[src/rtl/fp_add_pkg.sv]
// Shared widths and the stage-1 payload type for the floating-point adder datapath.
package fp_add_pkg;

    localparam int SIZE_EXP = 8;
    localparam int SIZE_MAN = 23;
    localparam int GRS_BITS = 3;
    localparam int MAN_W    = SIZE_MAN + 1;
    localparam int ALIGN_W  = MAN_W + GRS_BITS;

    typedef struct packed {
        logic [SIZE_EXP-1:0] exp;
        logic [SIZE_EXP-1:0] diff;
        logic [MAN_W-1:0]    man_greater;
        logic [MAN_W-1:0]    man_less;
        logic                sign_greater;
        logic                sign_less;
    } s1_payload_t;

endpackage

[src/rtl/MAN_shift_sticky.sv]
// Combinational right shifter that folds every bit shifted out into the result LSB
// (sticky), saturating to {0..0, |man_i} once the shift covers the whole field.
module MAN_shift_sticky #(
    parameter int WIDTH   = 27,
    parameter int SHAMT_W = 8
) (
    input  logic [WIDTH-1:0]   man_i,
    input  logic [SHAMT_W-1:0] shamt_i,
    output logic [WIDTH-1:0]   man_o
);

    logic [WIDTH-1:0] shifted;
    logic [WIDTH-1:0] lost_mask;
    logic             sticky;

    always_comb begin
        lost_mask = ~({WIDTH{1'b1}} << shamt_i);
        shifted   = man_i >> shamt_i;
        sticky    = |(man_i & lost_mask);
        if (int'(shamt_i) >= WIDTH) begin
            man_o = {{(WIDTH-1){1'b0}}, |man_i};
        end else begin
            man_o = {shifted[WIDTH-1:1], shifted[0] | sticky};
        end
    end

endmodule

[src/rtl/man_align_pipe.sv]
// Two-stage mantissa alignment: stage 1 routes operands by the compare flag and forms
// the exponent difference, stage 2 shifts the smaller mantissa into a GRS-extended field.
module man_align_pipe #(
    parameter int SIZE_EXP = fp_add_pkg::SIZE_EXP,
    parameter int SIZE_MAN = fp_add_pkg::SIZE_MAN
) (
    input  logic                i_clk,
    input  logic                i_rst_n,
    input  logic                i_valid,
    output logic                o_ready,
    input  logic                i_compare,
    input  logic [SIZE_EXP-1:0] i_exp_less,
    input  logic [SIZE_EXP-1:0] i_exp_greater,
    input  logic [SIZE_MAN:0]   i_man_a,
    input  logic [SIZE_MAN:0]   i_man_b,
    input  logic                i_sign_a,
    input  logic                i_sign_b,
    output logic                o_valid,
    input  logic                i_ready,
    output logic [SIZE_EXP-1:0] o_exp,
    output logic [SIZE_MAN+3:0] o_man_greater,
    output logic [SIZE_MAN+3:0] o_man_aligned,
    output logic                o_sign_greater,
    output logic                o_sign_less
);

    import fp_add_pkg::*;

    localparam int AW = SIZE_MAN + 1 + GRS_BITS;

    s1_payload_t       s1_q, s1_d;
    logic              s1_valid_q;
    logic              s2_valid_q;
    logic [SIZE_EXP-1:0] s2_exp_q;
    logic [AW-1:0]     s2_man_greater_q, s2_man_greater_d;
    logic [AW-1:0]     s2_man_aligned_q, s2_man_aligned_d;
    logic              s2_sign_greater_q;
    logic              s2_sign_less_q;
    logic              s1_en, s2_en;

    // Each stage advances when it is empty or the stage after it is moving.
    assign s2_en   = !s2_valid_q || i_ready;
    assign s1_en   = !s1_valid_q || s2_en;
    assign o_ready = s1_en;

    always_comb begin
        s1_d      = '0;
        s1_d.exp  = i_exp_greater;
        s1_d.diff = i_exp_greater - i_exp_less;
        if (i_compare) begin
            s1_d.man_greater  = i_man_b;
            s1_d.sign_greater = i_sign_b;
            s1_d.man_less     = i_man_a;
            s1_d.sign_less    = i_sign_a;
        end else begin
            s1_d.man_greater  = i_man_a;
            s1_d.sign_greater = i_sign_a;
            s1_d.man_less     = i_man_b;
            s1_d.sign_less    = i_sign_b;
        end
    end

    assign s2_man_greater_d = {s1_q.man_greater, {GRS_BITS{1'b0}}};

    MAN_shift_sticky #(
        .WIDTH   (AW),
        .SHAMT_W (SIZE_EXP)
    ) u_shift (
        .man_i   ({s1_q.man_less, {GRS_BITS{1'b0}}}),
        .shamt_i (s1_q.diff),
        .man_o   (s2_man_aligned_d)
    );

    always_ff @(posedge i_clk or negedge i_rst_n) begin
        if (!i_rst_n) begin
            s1_valid_q <= 1'b0;
            s1_q       <= '0;
        end else if (s1_en) begin
            s1_valid_q <= i_valid;
            if (i_valid) begin
                s1_q <= s1_d;
            end
        end
    end

    always_ff @(posedge i_clk or negedge i_rst_n) begin
        if (!i_rst_n) begin
            s2_valid_q        <= 1'b0;
            s2_exp_q          <= '0;
            s2_man_greater_q  <= '0;
            s2_man_aligned_q  <= '0;
            s2_sign_greater_q <= 1'b0;
            s2_sign_less_q    <= 1'b0;
        end else if (s2_en) begin
            s2_valid_q <= s1_valid_q;
            if (s1_valid_q) begin
                s2_exp_q          <= s1_q.exp;
                s2_man_greater_q  <= s2_man_greater_d;
                s2_man_aligned_q  <= s2_man_aligned_d;
                s2_sign_greater_q <= s1_q.sign_greater;
                s2_sign_less_q    <= s1_q.sign_less;
            end
        end
    end

    assign o_valid        = s2_valid_q;
    assign o_exp          = s2_exp_q;
    assign o_man_greater  = s2_man_greater_q;
    assign o_man_aligned  = s2_man_aligned_q;
    assign o_sign_greater = s2_sign_greater_q;
    assign o_sign_less    = s2_sign_less_q;

endmodule

[config.mk]
export PLATFORM = sky130hd
export DESIGN_NAME = man_align_pipe
export DESIGN_NICKNAME = d
export VERILOG_FILES = /design/src/rtl/fp_add_pkg.sv /design/src/rtl/MAN_shift_sticky.sv /design/src/rtl/man_align_pipe.sv
export SDC_FILE = /design/constraint.sdc
export NUM_CORES = 1
export LEC_CHECK = 0
export BUFFER_PORTS_ARGS = -buffer_cell sky130_fd_sc_hd__buf_4
export CAP_MARGIN = 20
export CORE_AREA = 10 10 159 161
export CTS_CLUSTER_DIAMETER = 200
export DETAILED_ROUTE_END_ITERATION = 16
export DIE_AREA = 0 0 169 171
export HOLD_SLACK_MARGIN = 0.05
export PLACE_DENSITY = 0.57
export SLEW_MARGIN = 5
export SYNTH_ARGS = -nofsm -noshare
export SYNTH_HDL_FRONTEND = slang
export SYNTH_SLANG_ARGS = --single-unit
[constraint.sdc]
create_clock -name i_clk -period 4.6 [get_ports i_clk]
set_clock_uncertainty 0.2 [all_clocks]
set_input_delay 0.69 -clock i_clk [delete_from_list [all_inputs] [get_ports i_clk]]
set_output_delay 0.69 -clock i_clk [all_outputs]
set_load 0.005 [all_outputs]
# [Yosys cells after proc, flatten, opt, wreduce, memory -nomap -nowiden]
# Cells that the tools add are included.
[totals] out_inout_bits=66 reg_bits=129
[op_classes] reduce_logical=8 shifts=2 order_cmp=1 n_mux=2 n_bitwise=3 n_addsub=1
[ops] op="50-bit 2-to-1 mux" n=1
[ops] op="27-bit bitwise AND" n=1
[ops] op="27-bit 2-to-1 mux" n=1
[ops] op="27-bit NOT" n=1
[ops] op="27-bit OR reduction" n=1
[ops] op="27-bit by 8-bit << shifter with 27-bit output (first input constant)" n=1
[ops] op="27-bit by 8-bit >> shifter with 27-bit output" n=1
[ops] op="24-bit OR reduction" n=1
[ops] op="8-bit by 5-bit greater-or-equal comparator with 1-bit output (second input constant)" n=1
[ops] op="8-bit subtractor" n=1
[ops] op="2-bit AND reduction" n=2
[ops] op="1-bit zero test" n=2
[ops] op="1-bit logical OR" n=2
[ops] op="1-bit bitwise OR" n=1

# [Logic depth before layout (Yosys ltp)]
# Gate-level depths: netlist of run 1.
[logic_depth] ltp_word=6 ltp_mapped=10 depth_no_buf=9

# [Modules after synthesis]
# A second synthesis of run 1 with hierarchy kept.
[unflattened] hier_cells=720 hier_area_um2=7473.4
[modules_own_cells] mod="man_align_pipe" instances=1 area_each_um2=5597.9 cells_per_inst=440 seq_area_each_um2=3228.1
[modules_own_cells] mod="MAN_shift_sticky" instances=1 area_each_um2=1875.5 cells_per_inst=280 seq_area_each_um2=0.0

# [Worst setup path after synthesis of run 1]
# Ideal clock, no wire load.
[synth_path] kind="input port to flip-flop" start="input i_ready" end="register s2_exp_q[0] (netlist: o_exp[0])" path_buffers=2 arrival_ps=2043 stages=5 setup_ps=125 setup_slack_ps=2232 required_ps=4275 cell_sequence="nand2b_1 -> nand2_1 -> buf_1 -> buf_1 -> mux2_2"
[synth_via] elab_chain_cells=2
[synth_lines] element="from (decl)" line_no="man_align_pipe.sv:19" source="input logic i_ready,"
[synth_lines] element="1-bit logical OR" line_no="man_align_pipe.sv:42" source="assign s2_en = !s2_valid_q || i_ready;"
[synth_lines] element="2-bit AND reduction (no source line)"
[synth_lines] element="to (signal assigned)" line_no="man_align_pipe.sv:97" source="s2_exp_q <= s1_q.exp;"
[synth_lines] element="to (decl)" line_no="man_align_pipe.sv:34" source="logic [SIZE_EXP-1:0] s2_exp_q;"
# No other way between the ends.
# A chain may end at the register's enable or synchronous reset.

# [Worst setup path in the final report of run 1]
[layout_path] start="register s1_q[51] in the netlist's numbering" end="register s2_man_aligned_q[1] (netlist: o_man_aligned[1])"
[layout_via] elab_chain_cells=2 elab_cells_between_ends=3 cone_classes="order compare: 1; shift: 1; mux: 1"
[layout_lines] element="from (decl)" line_no="man_align_pipe.sv:31" source="s1_payload_t s1_q, s1_d;"
[layout_lines] element="from (signal assigned)" line_no="man_align_pipe.sv:77" source="s1_q <= '0;"
[layout_lines] element="from (signal assigned)" line_no="man_align_pipe.sv:81" source="s1_q <= s1_d;"
[layout_lines] element="27-bit by 8-bit >> shifter with 27-bit output or 8-bit by 5-bit greater-or-equal comparator with 1-bit output (tied branches)" line_no="MAN_shift_sticky.sv:18, MAN_shift_sticky.sv:20"
[layout_lines] element="27-bit 2-to-1 mux *" line_no="MAN_shift_sticky.sv:20" source="if (int'(shamt_i) >= WIDTH) begin"
[layout_lines] element="to (signal assigned)" line_no="man_align_pipe.sv:99" source="s2_man_aligned_q <= s2_man_aligned_d;"
[layout_lines] element="to (decl)" line_no="man_align_pipe.sv:36" source="logic [AW-1:0] s2_man_aligned_q, s2_man_aligned_d;"
# Every way passes the cells marked *; elsewhere a longest branch is shown, timed or not.

==> impl_metrics.json, run 1 <==
{
  "comb_power_share_pct": 27.5,
  "max_cap_viol_count": 0,
  "initialDrtViolationCount": 509,
  "slew-limit-headroom_pct": 28.1,
  "max_freq_ghz": 0.339,
  "post_route_wl_um": 20400,
  "vias_per_cell": 5.21,
  "warnings_from_yosys": 0,
  "ir_worst_vdd_v": 0.000261,
  "finalSetupViolCount": 0,
  "cts.sinks": 129,
  "insertedDiodeCount": 0,
  "num-fill-cells": 2189,
  "number_of_port_buffers": 133,
  "cell_count_after_synthesis": 707,
  "die-height_um": 171,
  "htreeDepth": 4,
  "crit_path_end_kind": "flop",
  "place_area_um2": 8390,
  "insertion_delay_ns": 0.42,
  "dp_hpwl_um": 14600,
  "post-route-period-util_pct": 64.1,
  "grt_pass1_wl_um": 32800,
  "syn_avg_cell_area_um2": 10.2,
  "worst-endpoint-required_ns": 4.69,
  "routedWlPerCell_um": 18.4,
  "synth-seq-cells": 129,
  "postLayoutCellArea_um2": 9040,
  "finalNetCount": 894,
  "tritoncts": "yes",
  "standard_cell_rows": 55,
  "slew_violations": 0,
  "register_area_share_after_synthesis_pct": 44.7,
  "setup.worst_path.class": "reg2reg",
  "synthToLayoutAreaGrowth_pct": 25.3,
  "die_area_um2": 28900,
  "power.sequential.fraction_pct": 38.2,
  "yosysUniqueCellTypes": 62,
  "grt_overflow": 0,
  "cts_buffers": 17,
  "gr-usage-all-layers_pct": 14.3,
  "number_of_global_route_vias_before_repair": 5838,
  "drc_errors": 0,
  "worst-path-max-fanout": 30,
  "crit_path_start_kind": "flop",
  "yosys_most_used_dff": "dfrtp_1",
  "switching_share_pct": 32.6,
  "power_density_nw_per_um2": 448,
  "clock-root-buffer": "clkbuf_16",
  "vias": 5802,
  "switching_power_mw": 1.32,
  "number_of_synthesized_flops_with_an_enable_pin": 0,
  "max_slew.worst_pin.slew_ns": 1.08,
  "critical_path.startpoint": "s1_q[51]",
  "clock_power_share_pct": 34.3,
  "sequential_cell_area_um2": 3230,
  "globalplace.congestion": 0.916,
  "top_level_ports": 137,
  "rsz0062_at_grt": "false",
  "grt_start_max_net_pins": 111,
  "clkSlewWorstSetupHoldPaths_ns": 0.06,
  "critical_path_arrival_ns": 3.04,
  "share_of_flip_flops_with_an_asynchronous_set_or_reset_after_synthesis_pct": 100,
  "leakage_nw": 4.12,
  "maximum_buffer_depth_of_the_clock_tree": 2,
  "fin_crit_ns": 2.95,
  "hold_path.startpoint": "s1_q[49]",
  "post_cts.repair.setup_buffers": 0,
  "ctsResizeCount": 0,
  "final_common_cell": "buf_4",
  "dieWidth_um": 169,
  "hp-class": "reg2reg",
  "grt_antenna_before_repair": 0,
  "intPower_mw": 2.73,
  "status": "completed",
  "reg2reg_from": "s1_q[51]",
  "start_util_pct": 32.5,
  "drive_gt1_share_pct": 28.6,
  "fin_tns_setup_ns": 0,
  "multi_input_logic_area_um2": 3670,
  "1st_pass_router_iterations": 6,
  "hold_viol_final": 0,
  "commonest_non_fill_non_tap_cells_in_the_layout": "buf_4, dfrtp_1, nand2_1, o21ai_0, mux2i_1",
  "core-area_um2": 22200,
  "post_synth_instance_area_um2": 7220,
  "antenna_violating_nets_post_route": 0
}
## repair_timing
item,4_1_cts,5_1_grt
endpoints found under the setup margin,0,0
hold buffers,0,1
hold endpoints to repair,0,30
## final cells by class
type / count / area share [%]
Clock inverter: 10 / 1.37
Multi-Input combinational cell: 508 / 40.6
Timing Repair Buffer: 144 / 12.4
Inverter: 15 / 0.623
Sequential cell: 129 / 35.7
Tap cell: 285 / 3.95
Clock buffer: 22 / 5.36
## cells in the mapped netlist (9+ instances only)
cell | number | area share (%)
clkbuf_1 | 28 | 1.5
a22o_1 | 9 | 1.1
nor3_1 | 24 | 1.7
mux4_2 | 11 | 3.4
nand2_1 | 101 | 5.3
buf_1 | 13 | 0.68
a21oi_1 | 25 | 1.7
nor2_1 | 28 | 1.5
dfrtp_1 | 129 | 45
mux2_2 | 47 | 7.3
o21ai_0 | 88 | 6.1
mux2i_1 | 72 | 10
inv_1 | 14 | 0.73
## final timing paths
| path | slack, ns | depth (start not counted) | endpoint |
|---|---|---|---|
| setup / recovery | 1.65 | 7 | o_man_aligned[1] |
| hold / removal | 0.27 | 2 | s1_q[49] |
| setup reg to reg | 1.65 | 7 | o_man_aligned[1] |
| hold reg to reg | 0.27 | 2 | s1_q[49] |
| max in group asynchronous | 2.97 | 3 | o_man_greater[15] |
| min in group asynchronous | 0.53 | 2 | o_valid |
## routing by layer
layer,routed length (um),track usage (%)
met5,0,0
met1,9470,19.5
met4,221,3.60
met2,9140,21.2
met3,1600,4.84
## flip-flops by register name, indices dropped and copies added (netlist names)
name,cells
o_sign_greater,1
o_sign_less,1
s1_q,66
o_exp,8
o_valid,1
o_man_aligned,27
s1_valid_q,1
o_man_greater,24
## stage by stage
stage | cells | worst slack [ns] | power [mW] | util [%] | hold WS, ns
2_1_floorplan | 709 | 2.23 | 2.20 | - | 0.194
3_3_place_gp | 1079 | 1.46 | 2.67 | 37.8 | 0.257
3_5_place_dp | 1079 | 1.39 | 2.67 | 37.8 | 0.266
4_1_cts | 1111 | 1.68 | 4.08 | 40.5 | 0.264
5_1_grt | 1113 | 1.47 | 4.28 | 40.7 | 0.274
6_report | 1113 | 1.65 | 4.05 | 40.7 | 0.274
## power groups by stage
stage | clock network, mW | registers (mW) | logic, mW
2_1_floorplan | 0 | 1.45 | 0.748
3_3_place_gp | 0 | 1.56 | 1.11
3_5_place_dp | 0 | 1.56 | 1.11
4_1_cts | 1.43 | 1.54 | 1.11
5_1_grt | 1.48 | 1.58 | 1.23
6_report | 1.39 | 1.55 | 1.11
## logic make-up after synthesis
kind of cell	count (synthesis)	share of synthesized area, %
adders and majority gates	8	1.49
buffers and inverters	72	4.65
DFF	129	44.7
xor gates and xnor gates	5	0.607
and+or+nand+nor	185	11.2
other	1	0.0520
AOI/OAI and AO/OA	171	14.4
muxes	136	22.9
## critical path, stage by stage (launching register included)
cell and delay (ns):
dfrtp_1 1.05, buf_4 0.35, mux2_2 0.36, mux2i_1 0.28, mux2i_1 0.19, a21o_1 0.21, nand2_1 0.06, o211ai_1 0.11
(Power assumes the default switching activity.)
==> run 2: changes to the inputs <==
==> constraint.sdc (replaced) <==
create_clock -name i_clk -period 2.95 [get_ports i_clk]
set_clock_uncertainty 0.2 [all_clocks]
set_input_delay 0.4425 -clock i_clk [delete_from_list [all_inputs] [get_ports i_clk]]
set_output_delay 0.4425 -clock i_clk [all_outputs]
set_load 0.005 [all_outputs]
==> run 2 against run 1 <==
Worst setup slack got worse by 1.2 ns; register-to-register slack got worse by 1.2 ns; flip-flop and latch count is the same; largest cell class unchanged; sequential share of layout area shrank 0.66 points.
==> impl_metrics.json, run 2 (synthesis results as in run 1) <==
{
  "status": "completed",
  "grt_antenna_before_repair": 0,
  "maximum_buffer_depth_of_the_clock_tree": 2,
  "standard_cell_rows": 55,
  "core-area_um2": 22200,
  "start_util_pct": 32.5,
  "htreeDepth": 4,
  "post_cts.repair.setup_buffers": 0,
  "post-route-period-util_pct": 85.1,
  "fin_tns_setup_ns": 0,
  "top_register": "s1_q",
  "crit_path_start_kind": "flop",
  "die-height_um": 171,
  "critical_path_arrival_ns": 2.61,
  "switching_power_mw": 2.08,
  "crit_path_end_kind": "flop",
  "multi_input_logic_area_um2": 3670,
  "grt_overflow": 0,
  "power.sequential.fraction_pct": 37.2,
  "finalSetupViolCount": 0,
  "insertedDiodeCount": 0,
  "largest_register_ff_count": 66,
  "dp_hpwl_um": 15800,
  "slew-limit-headroom_pct": 47.1,
  "1st_pass_router_iterations": 6,
  "finalNetCount": 917,
  "switching_share_pct": 32.7,
  "post_route_wl_um": 21000,
  "grt_pass1_wl_um": 34000,
  "synthToLayoutAreaGrowth_pct": 27.6,
  "leakage_nw": 4.21,
  "cts_buffers": 17,
  "globalplace.congestion": 0.981,
  "max_cap_viol_count": 0,
  "clock-root-buffer": "clkbuf_16",
  "drc_errors": 0,
  "finish.cell_count_without_fillers": 1136,
  "fin_crit_ns": 2.51,
  "final_common_cell": "buf_4",
  "number_of_global_route_vias_before_repair": 5998,
  "vias": 5869,
  "insertion_delay_ns": 0.42,
  "setup.worst_path.class": "reg2reg",
  "max_freq_ghz": 0.399,
  "intPower_mw": 4.29,
  "number_of_port_buffers": 133,
  "dieWidth_um": 169,
  "hp-class": "in2reg",
  "antenna_violating_nets_post_route": 0,
  "hold_viol_final": 0,
  "vias_per_cell": 5.17,
  "commonest_non_fill_non_tap_cells_in_the_layout": "buf_4, dfrtp_1, nand2_1, o21ai_0, mux2i_1",
  "power_density_nw_per_um2": 691,
  "rsz0062_at_grt": "false",
  "worst-endpoint-required_ns": 3.05,
  "ir_worst_vdd_v": 0.000380,
  "sequential_cell_area_um2": 3230,
  "die_area_um2": 28900,
  "top_level_ports": 137,
  "clkSlewWorstSetupHoldPaths_ns": 0.06,
  "grt_start_max_net_pins": 76,
  "clock_power_share_pct": 33.5,
  "gr-usage-all-layers_pct": 14.7,
  "number_of_placed_instances_with_taps_included": 1102,
  "routedWlPerCell_um": 18.5,
  "num-fill-cells": 2196,
  "tritoncts": "yes",
  "cts.sinks": 129,
  "initialDrtViolationCount": 512,
  "max_slew.worst_pin.slew_ns": 0.793,
  "drive_gt1_share_pct": 30.6,
  "slew_violations": 0,
  "ctsResizeCount": 0,
  "comb_power_share_pct": 29.4,
  "worst-path-max-fanout": 7
}
[run 2: cell types whose count changed in the layout (fill, tap and decap cells not counted), moves of 2 or more]
cell,change
inv_6,-2
clkinvlp_4,+4
buf_4,+21
buf_12,+2
[run 2: per-layer routing]
metal	routed length (um)	up-vias	global-route usage [%]	share of wire [%]
li1	-	2833	-	-
met1	10100	2817	20.2	48
met2	9260	194	21.6	44
met3	1400	25	4.45	6.6
met4	324	0	4.80	1.5
met5	0	-	0	0
[run 2: critical path, stage by stage, from the launching register on]
cell	delay, ns
dfrtp_1	0.46
or4_1	0.56
or4_1	0.43
a222oi_1	0.26
nand3_1	0.14
nor4_2	0.24
a21oi_1	0.10
[run 2: repair_timing]
item,4_1_cts,5_1_grt
endpoints found under the hold margin,74,0
hold buffers,2,0
endpoints found under the setup margin,0,0
[run 2: path summary, 6_finish.rpt]
| check | startpoint | end | slack, ns | cells past startpoint |
|---|---|---|---|---|
| min | i_exp_greater[7] | s1_q[65] | 0.07 | 2 |
| max reg2reg | s1_q[14] | o_man_aligned[0] | 0.44 | 6 |
| max | s1_q[14] | o_man_aligned[0] | 0.44 | 6 |
| min in group asynchronous | i_rst_n | s1_q[30] | 0.45 | 2 |
| min reg2reg | s1_q[41] | s1_q[41] | 0.27 | 2 |
| max in group asynchronous | i_rst_n | o_exp[5] | 1.40 | 3 |
[run 2: layout make-up]
cell class / instances / share of cell area [%]
tap: 285 / 3.87
clock inverter: 12 / 1.44
timing repair buffer: 167 / 14.1
clock buffer: 20 / 5.07
multi-input combinational: 508 / 39.8
sequential: 129 / 35.0
inverter: 15 / 0.611
[run 2: stage by stage]
stage / cell area (um^2) / power (mW) / worst slack, ns / hold slack (ns) / util, %
floorplan: 7220 / 3.43 / 0.676 / -0.0531 / -
global placement: 8590 / 4.25 / 0.508 / 0.260 / 38.6
detailed placement: 8590 / 4.27 / 0.455 / 0.266 / 38.6
finish: 9210 / 6.37 / 0.441 / 0.0668 / 41.4
CTS: 9210 / 6.42 / 0.446 / 0.0507 / 41.4
global route: 9210 / 6.75 / 0.254 / 0.0542 / 41.4
[run 2: power groups by stage]
stage	registers [mW]	clock network (mW)	logic [mW]
3_5_place_dp	2.40	0	1.87
2_1_floorplan	2.26	0	1.17
5_1_grt	2.42	2.27	2.06
3_3_place_gp	2.39	0	1.86
6_report	2.37	2.13	1.87
4_1_cts	2.37	2.18	1.88
==> run 3: changes to the inputs <==
--- a/config.mk
+++ b/config.mk
@@ -6,14 +6,15 @@
 export NUM_CORES = 1
 export LEC_CHECK = 0
 export BUFFER_PORTS_ARGS = -buffer_cell sky130_fd_sc_hd__buf_4
-export CAP_MARGIN = 20
-export CORE_AREA = 10 10 159 161
+export CAP_MARGIN = 5
+export CORE_AREA = 10 10 162 164
 export CTS_CLUSTER_DIAMETER = 200
 export DETAILED_ROUTE_END_ITERATION = 16
-export DIE_AREA = 0 0 169 171
+export DIE_AREA = 0 0 172 174
 export HOLD_SLACK_MARGIN = 0.05
-export PLACE_DENSITY = 0.57
+export PLACE_DENSITY = 0.56
 export SLEW_MARGIN = 5
 export SYNTH_ARGS = -nofsm -noshare
 export SYNTH_HDL_FRONTEND = slang
+export SYNTH_HIERARCHICAL = 1
 export SYNTH_SLANG_ARGS = --single-unit
==> run 3 against run 2 <==
Register-to-register slack got worse by 0.20 ns; maximum frequency fell by 7.4%; synthesized cell count rose by 1.8%; global-route usage fell by 0.17 points; count of clock-buffer cells in the layout rose by 3; cell count rose by 4.3%; area after synthesis rose by 3.6%; flip-flop and latch count did not move; worst setup slack got worse by 0.20 ns.
==> impl_metrics.json, run 3 <==
{
  "status": "completed",
  "vias_per_cell": 5.10,
  "globalplace.congestion": 0.964,
  "yosys_most_used_dff": "dfrtp_1",
  "top_level_ports": 137,
  "grt_antenna_before_repair": 0,
  "drc_errors": 0,
  "synth_common_cells": "dfrtp_1, nand2_1, mux2_2",
  "syn_avg_cell_area_um2": 10.4,
  "largest_register_ff_count": 66,
  "synthToLayoutAreaGrowth_pct": 28.8,
  "max_slew.worst_pin.slew_ns": 0.798,
  "final_common_cell": "buf_4",
  "share_of_flip_flops_with_an_asynchronous_set_or_reset_after_synthesis_pct": 100,
  "die_area_um2": 29900,
  "dp_hpwl_um": 16200,
  "post_route_wl_um": 21700,
  "num-fill-cells": 2282,
  "routedWlPerCell_um": 18.3,
  "number_of_global_route_vias_before_repair": 6274,
  "cell_count_after_synthesis": 720,
  "post_synth_instance_area_um2": 7470,
  "vias": 6045,
  "grt_overflow": 0,
  "finalSetupViolCount": 0,
  "clkSlewWorstSetupHoldPaths_ns": 0.06,
  "synth_most_common_cell": "dfrtp_1",
  "power_density_nw_per_um2": 697,
  "standard_cell_rows": 56,
  "insertion_delay_ns": 0.41,
  "maximum_buffer_depth_of_the_clock_tree": 2,
  "r2r.worst_path.cells": 8,
  "cts.sinks": 129,
  "cpMaxStageDelayCell": "dfrtp_1",
  "grt_pass1_wl_um": 34700,
  "leakage_nw": 4.50,
  "synth_top_cell_by_area": "dfrtp_1",
  "number_of_port_buffers": 133,
  "post_cts.repair.setup_buffers": 0,
  "gr-usage-all-layers_pct": 14.5,
  "worst-endpoint-required_ns": 3.04,
  "fin_crit_ns": 2.71,
  "fin_tns_setup_ns": 0,
  "ir_worst_vdd_v": 0.000375,
  "rsz0062_at_grt": "false",
  "1st_pass_router_iterations": 5,
  "number_of_synthesized_flops_with_an_enable_pin": 0,
  "critPathTopFamily": "simple AND/OR/NAND/NOR gates",
  "cp_slowest_stage_delay_ns": 0.52,
  "grt_start_max_net_pins": 70,
  "yosysUniqueCellTypes": 72,
  "finalNetCount": 962,
  "critical_path.most_common_cell": "o21ai_0",
  "synth_area_leaders": "dfrtp_1, mux2_2, mux2i_1",
  "initialDrtViolationCount": 341,
  "antenna_violating_nets_post_route": 0,
  "worst-path-max-fanout": 21,
  "insertedDiodeCount": 0,
  "top_register": "s1_q",
  "hp-class": "in2reg",
  "netlist.area_leader.share_pct": 43.2,
  "start_util_pct": 32.3,
  "slew-limit-headroom_pct": 46.8,
  "setup.worst_path.class": "reg2reg",
  "slew_violations": 0,
  "dieWidth_um": 172,
  "die-height_um": 174,
  "critical_path_arrival_ns": 2.80,
  "htreeDepth": 4,
  "tritoncts": "yes",
  "holdPathStages": 2,
  "drive_gt1_share_pct": 33.2,
  "warnings_from_yosys": 6,
  "critical_path.n_buffers_inverters": 1,
  "path_depth": 8,
  "post-route-period-util_pct": 91.8,
  "crit_chain": "buf_12 > nor4_1 > o21ai_0 > o21ai_0 > nand4_1 > a2111oi_1 > nor2_1 > mux2_2",
  "finalPower_mw": 6.71,
  "max_cap_viol_count": 0,
  "hold_viol_final": 0,
  "synth-seq-cells": 129,
  "crit_path_start_kind": "flop",
  "core-area_um2": 23100,
  "max_freq_ghz": 0.369,
  "commonest_non_fill_non_tap_cells_in_the_layout": "buf_4, dfrtp_1, nand2_1, mux2_2, mux2i_1",
  "cts_buffers": 17,
  "clock-root-buffer": "clkbuf_16",
  "crit_path_end_kind": "flop",
  "register_area_share_after_synthesis_pct": 43.2,
  "ctsResizeCount": 0
}
## run 3: cell count changes after synthesis, sizes merged, moves of 8 or more
cell	delta
nor3	-11
o21ai	-14
clkbuf	-10
nor2	+9
mux2	+32
a22o	-8
## run 3: final timing paths
path                                   from                end  slack (ns)
setup / recovery                   s1_q[51]   o_man_aligned[0]        0.24
hold / removal             i_exp_greater[4]           s1_q[62]        0.07
setup reg to reg                   s1_q[51]   o_man_aligned[0]        0.24
hold reg to reg                    s1_q[30]           s1_q[30]        0.27
max in group asynchronous           i_rst_n           s1_q[20]        1.50
min in group asynchronous           i_rst_n  o_man_aligned[25]        0.38
## run 3: final cells by class
cell class                 count  area, um^2  share of cell area (%)
timing repair buffer         180        1420                    14.7
clock buffer                  23         488                    5.07
sequential                   129        3230                    33.5
multi-input combinational    540        3930                    40.8
inverter                      15        56.3                   0.585
tap                          290         363                    3.77
clock inverter                 8         151                    1.57
## run 3: metal layers
layer  up-vias  share of wire, %  global-route usage (%)
li1       2913                 -                       -
met2       179                48                    22.8
met1      2932                45                    19.2
met5         -                 0                       0
met3        21               5.8                    3.60
met4         0               1.3                    4.60
## run 3: metrics by stage
| stage | setup slack [ns] | hold slack, ns | util, % | instances | instance area, um^2 |
|---|---|---|---|---|---|
| 3_3_place_gp | 0.232 | 0.257 | 38.7 | 1150 | 8950 |
| 6_report | 0.241 | 0.0745 | 41.6 | 1185 | 9630 |
| 4_1_cts | 0.295 | 0.0536 | 41.6 | 1185 | 9630 |
| 3_5_place_dp | 0.304 | 0.267 | 38.7 | 1150 | 8950 |
| 5_1_grt | 0.0734 | 0.0627 | 41.6 | 1185 | 9630 |
| 2_1_floorplan | 0.421 | -0.0531 | - | 736 | 7530 |
## run 3: power breakdown
group	total (mW)	switching, mW	internal [mW]
combinational	2.10	1.07	1.03
clock	2.29	0.788	1.50
sequential	2.32	0.253	2.07
total	6.71	2.11	4.60
## run 3: logic make-up (layout without fill, tap and decap cells)
| family | count (synthesis) | count (layout) | synth area share (%) |
|---|---|---|---|
| fa+ha+maj | 8 | 8 | 1.44 |
| mux | 161 | 161 | 25.1 |
| xor+xnor | 5 | 5 | 0.586 |
| other cells | 1 | 17 | 0.0502 |
| simple gates | 194 | 194 | 11.5 |
| flops | 129 | 129 | 43.2 |
| compound gates | 155 | 155 | 12.9 |
| buf+inv | 67 | 226 | 5.12 |
## run 3: repair_timing
item | in CTS | in global routing
hold endpoints to repair | 60 | 0
endpoints found under the setup margin | 0 | 0
hold buffers | 4 | 0
## run 3: worst register-to-register path, delay by kind of cell (launching register included)
family | cells | cell delay (ns)
AOI/OAI and AO/OA | 3 | 0.64
buffers and inverters | 1 | 0.23
DFF | 1 | 0.52
muxes | 1 | 0.26
and+or+nand+nor | 3 | 0.75
